[config.mk]
export PLATFORM = sky130hd
export DESIGN_NAME = mux_sel_sequencer
export DESIGN_NICKNAME = d
export VERILOG_FILES = /design/src/rtl/mux_seq_pkg.sv /design/src/rtl/mux_next_channel.sv /design/src/rtl/mux_sel_sequencer.sv
export SDC_FILE = /design/constraint.sdc
export NUM_CORES = 1
export LEC_CHECK = 0
export ABC_AREA = 1
export BUFFER_PORTS_ARGS = -buffer_cell sky130_fd_sc_hd__buf_2
export CAP_MARGIN = 5
export CORE_UTILIZATION = 55
export CTS_CLUSTER_DIAMETER = 120
export CTS_CLUSTER_SIZE = 28
export DETAILED_ROUTE_END_ITERATION = 8
export PLACE_DENSITY_LB_ADDON = 0.25
export SETUP_SLACK_MARGIN = 0.15
export SYNTH_ARGS = -nofsm -noshare
export SYNTH_HDL_FRONTEND = slang
export SYNTH_HIERARCHICAL = 1
export SYNTH_SLANG_ARGS = --single-unit
[constraint.sdc]
create_clock -name clk -period 5.2 [get_ports clk]
set_input_delay 0.52 -clock clk [delete_from_list [all_inputs] [get_ports clk]]
set_output_delay 0.52 -clock clk [all_outputs]
set_load 0.05 [all_outputs]
[src/rtl/mux_seq_pkg.sv]
// Shared definitions for the mux select sequencer: state encoding,
// channel count and select width.
package mux_seq_pkg;

    localparam int NUM_CH = 4;
    localparam int SEL_W  = 2;

    // State encoding values, also usable by checkers bound to the FSM.
    localparam logic [1:0] IDLE   = 2'd0;
    localparam logic [1:0] SETTLE = 2'd1;
    localparam logic [1:0] DWELL  = 2'd2;

    typedef enum logic [1:0] {
        ST_IDLE   = IDLE,
        ST_SETTLE = SETTLE,
        ST_DWELL  = DWELL
    } state_t;

    // Presenting the highest channel as "current" makes the next-channel
    // search return the lowest enabled channel.
    localparam logic [SEL_W-1:0] LAST_CH = SEL_W'(NUM_CH - 1);

endpackage

[src/rtl/mux_next_channel.sv]
// Combinational successor search: returns the next enabled channel above
// cur_ch, wrapping from the top channel back to 0. wrapped is set when the
// search had to pass channel NUM_CH-1 (or landed back on cur_ch itself).
// With an empty mask next_ch echoes cur_ch and wrapped is set.
module mux_next_channel
    import mux_seq_pkg::*;
(
    input  logic [SEL_W-1:0]  cur_ch,
    input  logic [NUM_CH-1:0] mask,
    output logic [SEL_W-1:0]  next_ch,
    output logic              wrapped
);

    logic             found;
    logic [SEL_W-1:0] idx;

    // Scan offsets 1..NUM_CH from the current channel; first enabled hit wins.
    always_comb begin
        next_ch = cur_ch;
        wrapped = 1'b1;
        found   = 1'b0;
        idx     = cur_ch;
        for (int off = 1; off <= NUM_CH; off++) begin
            idx = cur_ch + SEL_W'(off);
            if (!found && mask[idx]) begin
                found   = 1'b1;
                next_ch = idx;
                wrapped = (int'(cur_ch) + off) >= NUM_CH;
            end
        end
    end

endmodule

[src/rtl/mux_sel_sequencer.sv]
// Drives the select lines of a 4-to-1 mux. Walks the latched channel mask in
// ascending order; each channel is held for SETTLE_CYCLES, then for the
// latched dwell, and the last dwell cycle carries a one-cycle sample strobe
// tagged by ch_id. Single-sweep or continuous scanning, with a sticky stop
// request that ends the scan after the next sample.
//
// Control handshake: start is a level sampled only while idle (busy=0);
// stop is a level sampled only while busy and remembered until the next
// sample. sample_en and done are single-cycle strobes with no back-pressure:
// the consumer must take them in the cycle they are high.
module mux_sel_sequencer
    import mux_seq_pkg::*;
#(
    parameter int DWELL_W       = 4,
    parameter int SETTLE_CYCLES = 1
)(
    input  logic               clk,
    input  logic               rst,
    input  logic               start,
    input  logic               stop,
    input  logic               mode,
    input  logic [NUM_CH-1:0]  ch_mask,
    input  logic [DWELL_W-1:0] dwell,
    output logic               s0,
    output logic               s1,
    output logic               sample_en,
    output logic [SEL_W-1:0]   ch_id,
    output logic               busy,
    output logic               done
);

    localparam int               SET_W       = $clog2(SETTLE_CYCLES + 1);
    localparam logic [SET_W-1:0] SETTLE_LOAD = SET_W'(SETTLE_CYCLES);

    state_t               state;
    logic [NUM_CH-1:0]    mask_q;
    logic [DWELL_W-1:0]   dwell_q;
    logic                 mode_q;
    logic                 stop_pending;
    logic [SET_W-1:0]     settle_cnt;
    logic [DWELL_W-1:0]   dwell_cnt;

    logic [SEL_W-1:0]     nc_cur;
    logic [NUM_CH-1:0]    nc_mask;
    logic [SEL_W-1:0]     nc_next;
    logic                 nc_wrapped;
    logic [DWELL_W-1:0]   dwell_load;
    logic                 end_scan;

    // Idle: find the first channel of the incoming mask. Busy: successor of
    // the current channel within the latched mask.
    always_comb begin
        if (state == ST_IDLE) begin
            nc_cur  = LAST_CH;
            nc_mask = ch_mask;
        end else begin
            nc_cur  = ch_id;
            nc_mask = mask_q;
        end
    end

    mux_next_channel u_next (
        .cur_ch  (nc_cur),
        .mask    (nc_mask),
        .next_ch (nc_next),
        .wrapped (nc_wrapped)
    );

    // A zero dwell still gives one cycle so every channel gets a sample.
    assign dwell_load = (dwell_q == '0) ? DWELL_W'(1) : dwell_q;

    // Evaluated at the edge closing a sample cycle: a stop seen on that very
    // edge counts, as does a single sweep passing its highest channel.
    assign end_scan = stop_pending | stop | (~mode_q & nc_wrapped);

    // Sequencer FSM with registered select, strobe and status outputs.
    always_ff @(posedge clk or posedge rst) begin
        if (rst) begin
            state        <= ST_IDLE;
            s0           <= 1'b0;
            s1           <= 1'b0;
            ch_id        <= '0;
            sample_en    <= 1'b0;
            busy         <= 1'b0;
            done         <= 1'b0;
            mask_q       <= '0;
            dwell_q      <= '0;
            mode_q       <= 1'b0;
            stop_pending <= 1'b0;
            settle_cnt   <= '0;
            dwell_cnt    <= '0;
        end else begin
            sample_en <= 1'b0;
            done      <= 1'b0;
            case (state)
                ST_IDLE: begin
                    if (start) begin
                        if (ch_mask != '0) begin
                            mask_q       <= ch_mask;
                            dwell_q      <= dwell;
                            mode_q       <= mode;
                            ch_id        <= nc_next;
                            s0           <= nc_next[0];
                            s1           <= nc_next[1];
                            busy         <= 1'b1;
                            settle_cnt   <= SETTLE_LOAD;
                            stop_pending <= 1'b0;
                            state        <= ST_SETTLE;
                        end else begin
                            // Nothing to scan: report completion at once.
                            done <= 1'b1;
                        end
                    end
                end

                ST_SETTLE: begin
                    if (stop) begin
                        stop_pending <= 1'b1;
                    end
                    if (settle_cnt == SET_W'(1)) begin
                        dwell_cnt <= dwell_load;
                        // A one-cycle dwell is its own sample cycle.
                        sample_en <= (dwell_load == DWELL_W'(1));
                        state     <= ST_DWELL;
                    end else begin
                        settle_cnt <= settle_cnt - 1'b1;
                    end
                end

                ST_DWELL: begin
                    if (stop) begin
                        stop_pending <= 1'b1;
                    end
                    if (dwell_cnt == DWELL_W'(1)) begin
                        // This edge closes the sample cycle.
                        if (end_scan) begin
                            busy         <= 1'b0;
                            done         <= 1'b1;
                            stop_pending <= 1'b0;
                            state        <= ST_IDLE;
                        end else begin
                            ch_id      <= nc_next;
                            s0         <= nc_next[0];
                            s1         <= nc_next[1];
                            settle_cnt <= SETTLE_LOAD;
                            state      <= ST_SETTLE;
                        end
                    end else begin
                        dwell_cnt <= dwell_cnt - 1'b1;
                        // Raise the strobe on entry to the final dwell cycle.
                        sample_en <= (dwell_cnt == DWELL_W'(2));
                    end
                end

                default: begin
                    state <= ST_IDLE;
                end
            endcase
        end
    end

endmodule

==> key figures, run 1 <==
Outcome
  – Run status: complete, no violations

STA
  – Max Freq: 336.5 MHz
  – Slew HR: 44.04%
  – Sum Neg Setup Slack: 0 ns
  – Fin crit share: 57.15%
  – Fin. max-slew vios: 0
  – Final Setup Violations: 0
  – Hold Fails Final Rpt: 0
  – Tmin final: 2.972 ns
  – Clock Skew: 0.01018 ns
  – Worst-margin pin slew: 0.8385 ns
  – RSZ-0062 raised after global routing: no
  – Min setup slack post-route: 2.228 ns

Yosys
  – Yosys cell types: 27
  – Most frequent cell after synthesis: nand2_1
  – Register area share after synthesis: 33.54%
  – Synth Instances: 221
  – Synth async-reset ratio: 100.0%
  – Post-Syn Nets: 246
  – Dominant cells by area after synthesis: dfrtp_1 34%, nand2_1 15%, ha_1 9.1%
  – Post-synth EDFFs: 0
  – Mapped cell area: 1642 µm²
  – Avg Inst Size Synth: 7.428 µm²
  – Post-synth top area share: 33.54%
  – Commonest cells post-synth: 65 x nand2_1, 31 x inv_1, 22 x dfrtp_1
  – Synth Flop Type: dfrtp_1
  – Flops & latches, synth: 22
  – Yosys Warn Count: 6
  – Cell taking the most area after synthesis: dfrtp_1

GRT
  – Antenna violations before repair: 0
  – Largest net degree at the start of global routing: 23
  – GRT Total Usage: 22.44%
  – Number of global-route vias before repair: 1329
  – First-pass GRT wire length: 5568 µm
  – Overflow after GRT: 0

Drt
  – Drt drc: 0
  – Routed WL per cell: 11.95 µm
  – Via count: 1384
  – Remaining antenna violation count after routing: 0
  – DR iter-0 viols: 74
  – Routed wire length: 3214 µm
  – Vias/cell: 5.145
  – Detailed Routing Iterations Pass 1: 4

Final layout
  – Filler cell count: 256
  – Layout cells sized above 1: 20.17%
  – Util after Layout: 63.56%
  – Final-stage net count: 264
  – Area Overhead vs Synth: 7.698%
  – Antenna diode count: 0

Setup path
  – Crit-path max FO: 11
  – CP Launch Point: state[1]
  – CP arrival: 3.22 ns
  – Reg2Reg Depth: 19
  – Worst reg2reg startpoint: state[1]
  – Worst r2r dst: s1
  – CP Capture Point: s1
  – Worst EP required: 5.45 ns
  – CP Capture Type: flip-flop
  – CP Launch Type: flip-flop
  – Setup CP Type: flip-flop to flip-flop
  – Flop-to-flop setup slack: 2.23 ns

CTS
  – Post_cts resized: 0
  – Post-CTS Setup Bufs: 0
  – # hold bufs at CTS: 0
  – CTS Buf Count: 3
  – TritonCTS clock tree: built
  – CTS Sinks: 22
  – Worst-Skew Late Latency: 0.31 ns
  – H-tree Lvls: 1
  – Bufs on Longest Clock Path: 2
  – CTS root buf: clkbuf_4
  – Clock-pin slew on the worst setup and hold paths: 0.13 ns

Min path
  – Hold/Removal Path Class: input port to asynchronous set/reset pin

Die
  – # IOs: 20
  – Die ar.: 3207 µm²
  – Placement Rows: 19
  – Initial core utilization: 59.02%
  – Die width: 56.63 µm
  – Overall die height: 56.63 µm
  – Area of the core: 2781 µm²

Flow run
  – MaxCap Viol Count: 0

Placement
  – Detail Placement HPWL: 2564 µm
  – Pre-CTS setup slack: 2.285 ns
  – Buffers on Ports: 19
  – Final RePlAce weighted congestion: 0.8814
-- state kept, by name, indices dropped and copies added (netlist names) --
register and count:
dwell_cnt 4, mode_q 1, stop_pending 1, s1 1, state 2, sample_en 1, busy 1, ch_id 1
done 1, settle_cnt 1, mask_q 4, dwell_q 4
-- layout by cell type (no fill, tap or decap), types with 3 or more instances in the layout --
cell type	count
nand2_1	65
inv_1	31
dfrtp_1	22
buf_2	19
nor2_1	13
nand3_1	12
ha_1	12
o21ai_0	10
a21oi_1	8
nand4_1	7
nand2_2	6
nand3_2	4
o21ai_1	4
inv_2	3
nand2_4	3
o21bai_1	3
clkbuf_4	3
-- layer usage --
metal	wire length [µm]	global-route usage, %	vias to the layer above	part of all wire, %
li1	-	-	734	-
met1	1556	29.72	621	48
met2	1484	36.30	23	46
met3	103	3.456	6	3.2
met4	70	9.756	0	2.2
met5	0	0	-	0
-- worst min-delay path by stage --
stage                     from         end  slack, ns
floorplan           settle_cnt  settle_cnt       0.44
finish                     rst  dwell_q[3]       0.35
global route               rst  dwell_q[3]       0.43
CTS                        rst  dwell_q[3]       0.39
global placement    settle_cnt  settle_cnt       0.47
detailed placement  settle_cnt  settle_cnt       0.48
-- per-stage QoR --
stage / instances / hold WS, ns / instance area [µm²]
global route: 269 / 0.4301 / 1768
detailed placement: 265 / 0.4778 / 1715
finish: 269 / 0.3536 / 1768
global placement: 265 / 0.4710 / 1715
CTS: 269 / 0.3857 / 1768
floorplan: 221 / 0.4394 / 1642
-- cells by family (layout without fill, tap and decap cells) --
family | Yosys count | in the layout | synth area share (%)
AND/OR/NAND/NOR | 119 | 119 | 36.59
buffers and inverters | 41 | 58 | 11.81
AO/OA/AOI/OAI | 27 | 27 | 8.918
flip-flops | 22 | 22 | 33.54
adder cells (fa/ha/maj) | 12 | 12 | 9.146
-- cell type report --
cell class | count | area (µm²) | area share [%]
Tap cell | 31 | 38.79 | 2.194
Clock inverter | 1 | 30.03 | 1.699
Timing Repair Buffer | 19 | 95.09 | 5.379
Inverter | 35 | 133.9 | 7.572
Multi-Input combinational cell | 158 | 897.1 | 50.74
Sequential cell | 22 | 550.5 | 31.14
Clock buffer | 3 | 22.52 | 1.274
-- critical path, cell delays in order, from the launching register on --
cell	delay (ns)
dfrtp_1	0.45
inv_1	0.12
ha_1	0.37
inv_4	0.12
nand2_1	0.21
inv_2	0.13
ha_1	0.35
inv_1	0.12
nand3_1	0.09
nand2_1	0.13
nand3_2	0.11
nand3_1	0.08
nand2_1	0.05
nand2_1	0.09
nand2_1	0.06
nand2_1	0.12
nand2_4	0.08
nor2_2	0.12
nand2_1	0.07
nand2_1	0.06
Power of run 1 is left out: the tool's default activity adds up to more than one toggle a clock period on the data nets, which glitch-free logic cannot reach.
==> run 2: changes to the inputs <==
clock period = 3.04 ns   (was 5.2 ns; I/O delays follow)
==> run 2 against run 1 <==
Non-clock buffer count is 1 higher. Global-route usage is 0.68 points higher. Highest routed layer unchanged. Cell count is 0.37% higher. Hold slack worse by 0.24 ns. Cell area is 0.78% higher.
==> key figures, run 2 (synthesis gave the netlist of run 1 again) <==
Outcome
  – Run status: complete, no violations

Setup path
  – Worst reg2reg startpoint: state[1]
  – CP arrival: 2.88 ns (-0.34 ns)
  – Reg2Reg Depth: 19 (unchanged)
  – CP Capture Type: flip-flop
  – CP Capture Point: ch_id[0]
  – Flop-to-flop setup slack: 0.38 ns (-1.85 ns)
  – Crit-path max FO: 11 (unchanged)
  – Setup CP Type: flip-flop to flip-flop
  – CP Launch Point: state[1]
  – Worst r2r dst: ch_id[0]
  – Worst EP required: 3.25 ns (-2.20 ns)
  – CP Launch Type: flip-flop

Final layout
  – Commonest non-fill, non-tap cells in the layout: 63 x nand2_1, 31 x inv_1, 21 x dfrtp_1, 19 x buf_2, 13 x nor2_1
  – Layout cells sized above 1: 21.76% (+1.6 points)
  – Largest regs: dwell_cnt: 4 flops, dwell_q: 4 flops, mask_q: 4 flops
  – Util after Layout: 64.06% (+0.49 points)
  – Final-stage net count: 265 (+0.38%)
  – Most common cell after layout, fill and taps aside: nand2_1
  – Fin area: 1782 µm² (+0.78%)
  – Filler cell count: 241 (-5.9%)
  – Antenna diode count: 0 (unchanged)
  – Area Overhead vs Synth: 8.537%

STA
  – Slew HR: 45.15% (+1.1 points)
  – Max Freq: 375.3 MHz (+12%)
  – Fin crit share: 87.65% (+31 points)
  – Tmin final: 2.665 ns (-0.3071 ns)
  – Fin. max-slew vios: 0 (unchanged)
  – Hold Fails Final Rpt: 0 (unchanged)
  – RSZ-0062 raised after global routing: no
  – Sum Neg Setup Slack: 0 ns (unchanged)
  – Worst-margin pin slew: 0.8218 ns (-0.01670 ns)
  – Clock Skew: 0.008128 ns (-0.002055 ns)
  – Final Setup Violations: 0 (unchanged)

Drt
  – Vias/cell: 5.185 (+0.78%)
  – Via count: 1400 (+1.2%)
  – Drt drc: 0 (unchanged)
  – Remaining antenna violation count after routing: 0 (unchanged)
  – DR iter-0 viols: 56 (-24%)
  – Routed wire length: 3262 µm (+1.5%)
  – Detailed Routing Iterations Pass 1: 4 (unchanged)
  – Routed WL per cell: 12.08 µm (+1.1%)

CTS
  – Bufs on Longest Clock Path: 2 (unchanged)
  – TritonCTS clock tree: built
  – Clock-pin slew on the worst setup and hold paths: 0.13 ns (about the same)
  – # hold bufs at CTS: 0 (unchanged)
  – CTS Sinks: 22 (unchanged)
  – CTS root buf: clkbuf_4
  – Worst-Skew Late Latency: 0.32 ns (about the same)
  – H-tree Lvls: 1 (unchanged)
  – CTS Buf Count: 3 (unchanged)

Die
  – # IOs: 20 (unchanged)
  – Die width: 56.63 µm (unchanged)
  – Placement Rows: 19 (unchanged)
  – Overall die height: 56.63 µm (unchanged)
  – Area of the core: 2781 µm² (unchanged)
  – Initial core utilization: 59.02% (unchanged)
  – Die ar.: 3207 µm² (unchanged)

GRT
  – Largest net degree at the start of global routing: 23 (unchanged)
  – GRT Total Usage: 23.13% (+0.68 points)
  – Overflow after GRT: 0 (unchanged)
  – First-pass GRT wire length: 5796 µm (+4.1%)
  – Antenna violations before repair: 0 (unchanged)
  – Number of global-route vias before repair: 1343 (+1.1%)

Flow run
  – MaxCap Viol Count: 0 (unchanged)

Min path
  – Hold/Removal Path Class: input port to asynchronous set/reset pin

Placement
  – Final RePlAce weighted congestion: 0.8703 (-1.3%)
  – Detail Placement HPWL: 2542 µm (-0.83%)
  – Placed cell area: 1723 µm² (+0.44%)
  – Buffers on Ports: 19 (unchanged)
run 2: cell count changes in the layout (fill, tap and decap cells not counted), sizes merged:
cell  previous run  this run
buf             19        20
run 2: final cells by class:
class | count | area, µm² | area share (%)
Multi-Input combinational cell | 158 | 902.1 | 50.63
Sequential cell | 22 | 551.8 | 30.97
Inverter | 35 | 133.9 | 7.514
Timing Repair Buffer | 20 | 102.6 | 5.758
Tap cell | 31 | 38.79 | 2.177
Clock inverter | 1 | 30.03 | 1.685
Clock buffer | 3 | 22.52 | 1.264
run 2: what timing repair did:
| action | CTS | global route |
|---|---|---|
| resized for setup | 0 | 3 |
| setup buffers | 0 | 0 |
| hold endpoints to repair | 0 | 0 |
| setup endpoints to repair | 0 | 5 |
run 2: critical path, stage by stage (launching register included):
cell	delay [ns]
dfrtp_1	0.45
inv_1	0.13
ha_1	0.23
inv_4	0.09
nand2_2	0.14
inv_2	0.11
ha_1	0.34
inv_1	0.08
nand3_2	0.10
nand2_2	0.07
inv_2	0.10
nand3_2	0.08
nand3_1	0.07
nand2_1	0.05
nand2_1	0.07
nand2_1	0.05
nand2_1	0.12
nand2_4	0.07
o21bai_1	0.15
nand2_1	0.06
run 2: worst min path at each step:
stage                    start         end  cells after the start
CTS                        rst  dwell_q[3]                      2
floorplan                  rst        busy                      1
global placement    settle_cnt  settle_cnt                      2
finish                     rst  dwell_q[3]                      2
global route               rst  dwell_q[3]                      2
detailed placement  settle_cnt  settle_cnt                      2
run 2: metal layers:
layer  part of all wire [%]  global-route usage, %  vias to the layer above
met5                      0                      0                        -
met2                     45                  36.13                       37
li1                       -                      -                      732
met3                    3.9                  4.147                        7
met4                    2.1                  9.408                        0
met1                     49                  31.65                      624
run 2: through the flow:
step / worst slack (ns) / std cells / hold slack [ns]
2_1_floorplan: 0.4268 / 221 / 0.2932
3_3_place_gp: 0.3659 / 266 / 0.4697
3_5_place_dp: 0.3180 / 266 / 0.4723
4_1_cts: 0.2891 / 270 / 0.1427
5_1_grt: 0.1540 / 270 / 0.1950
6_report: 0.3753 / 270 / 0.1186
Power of run 2 is left out for the same reason.
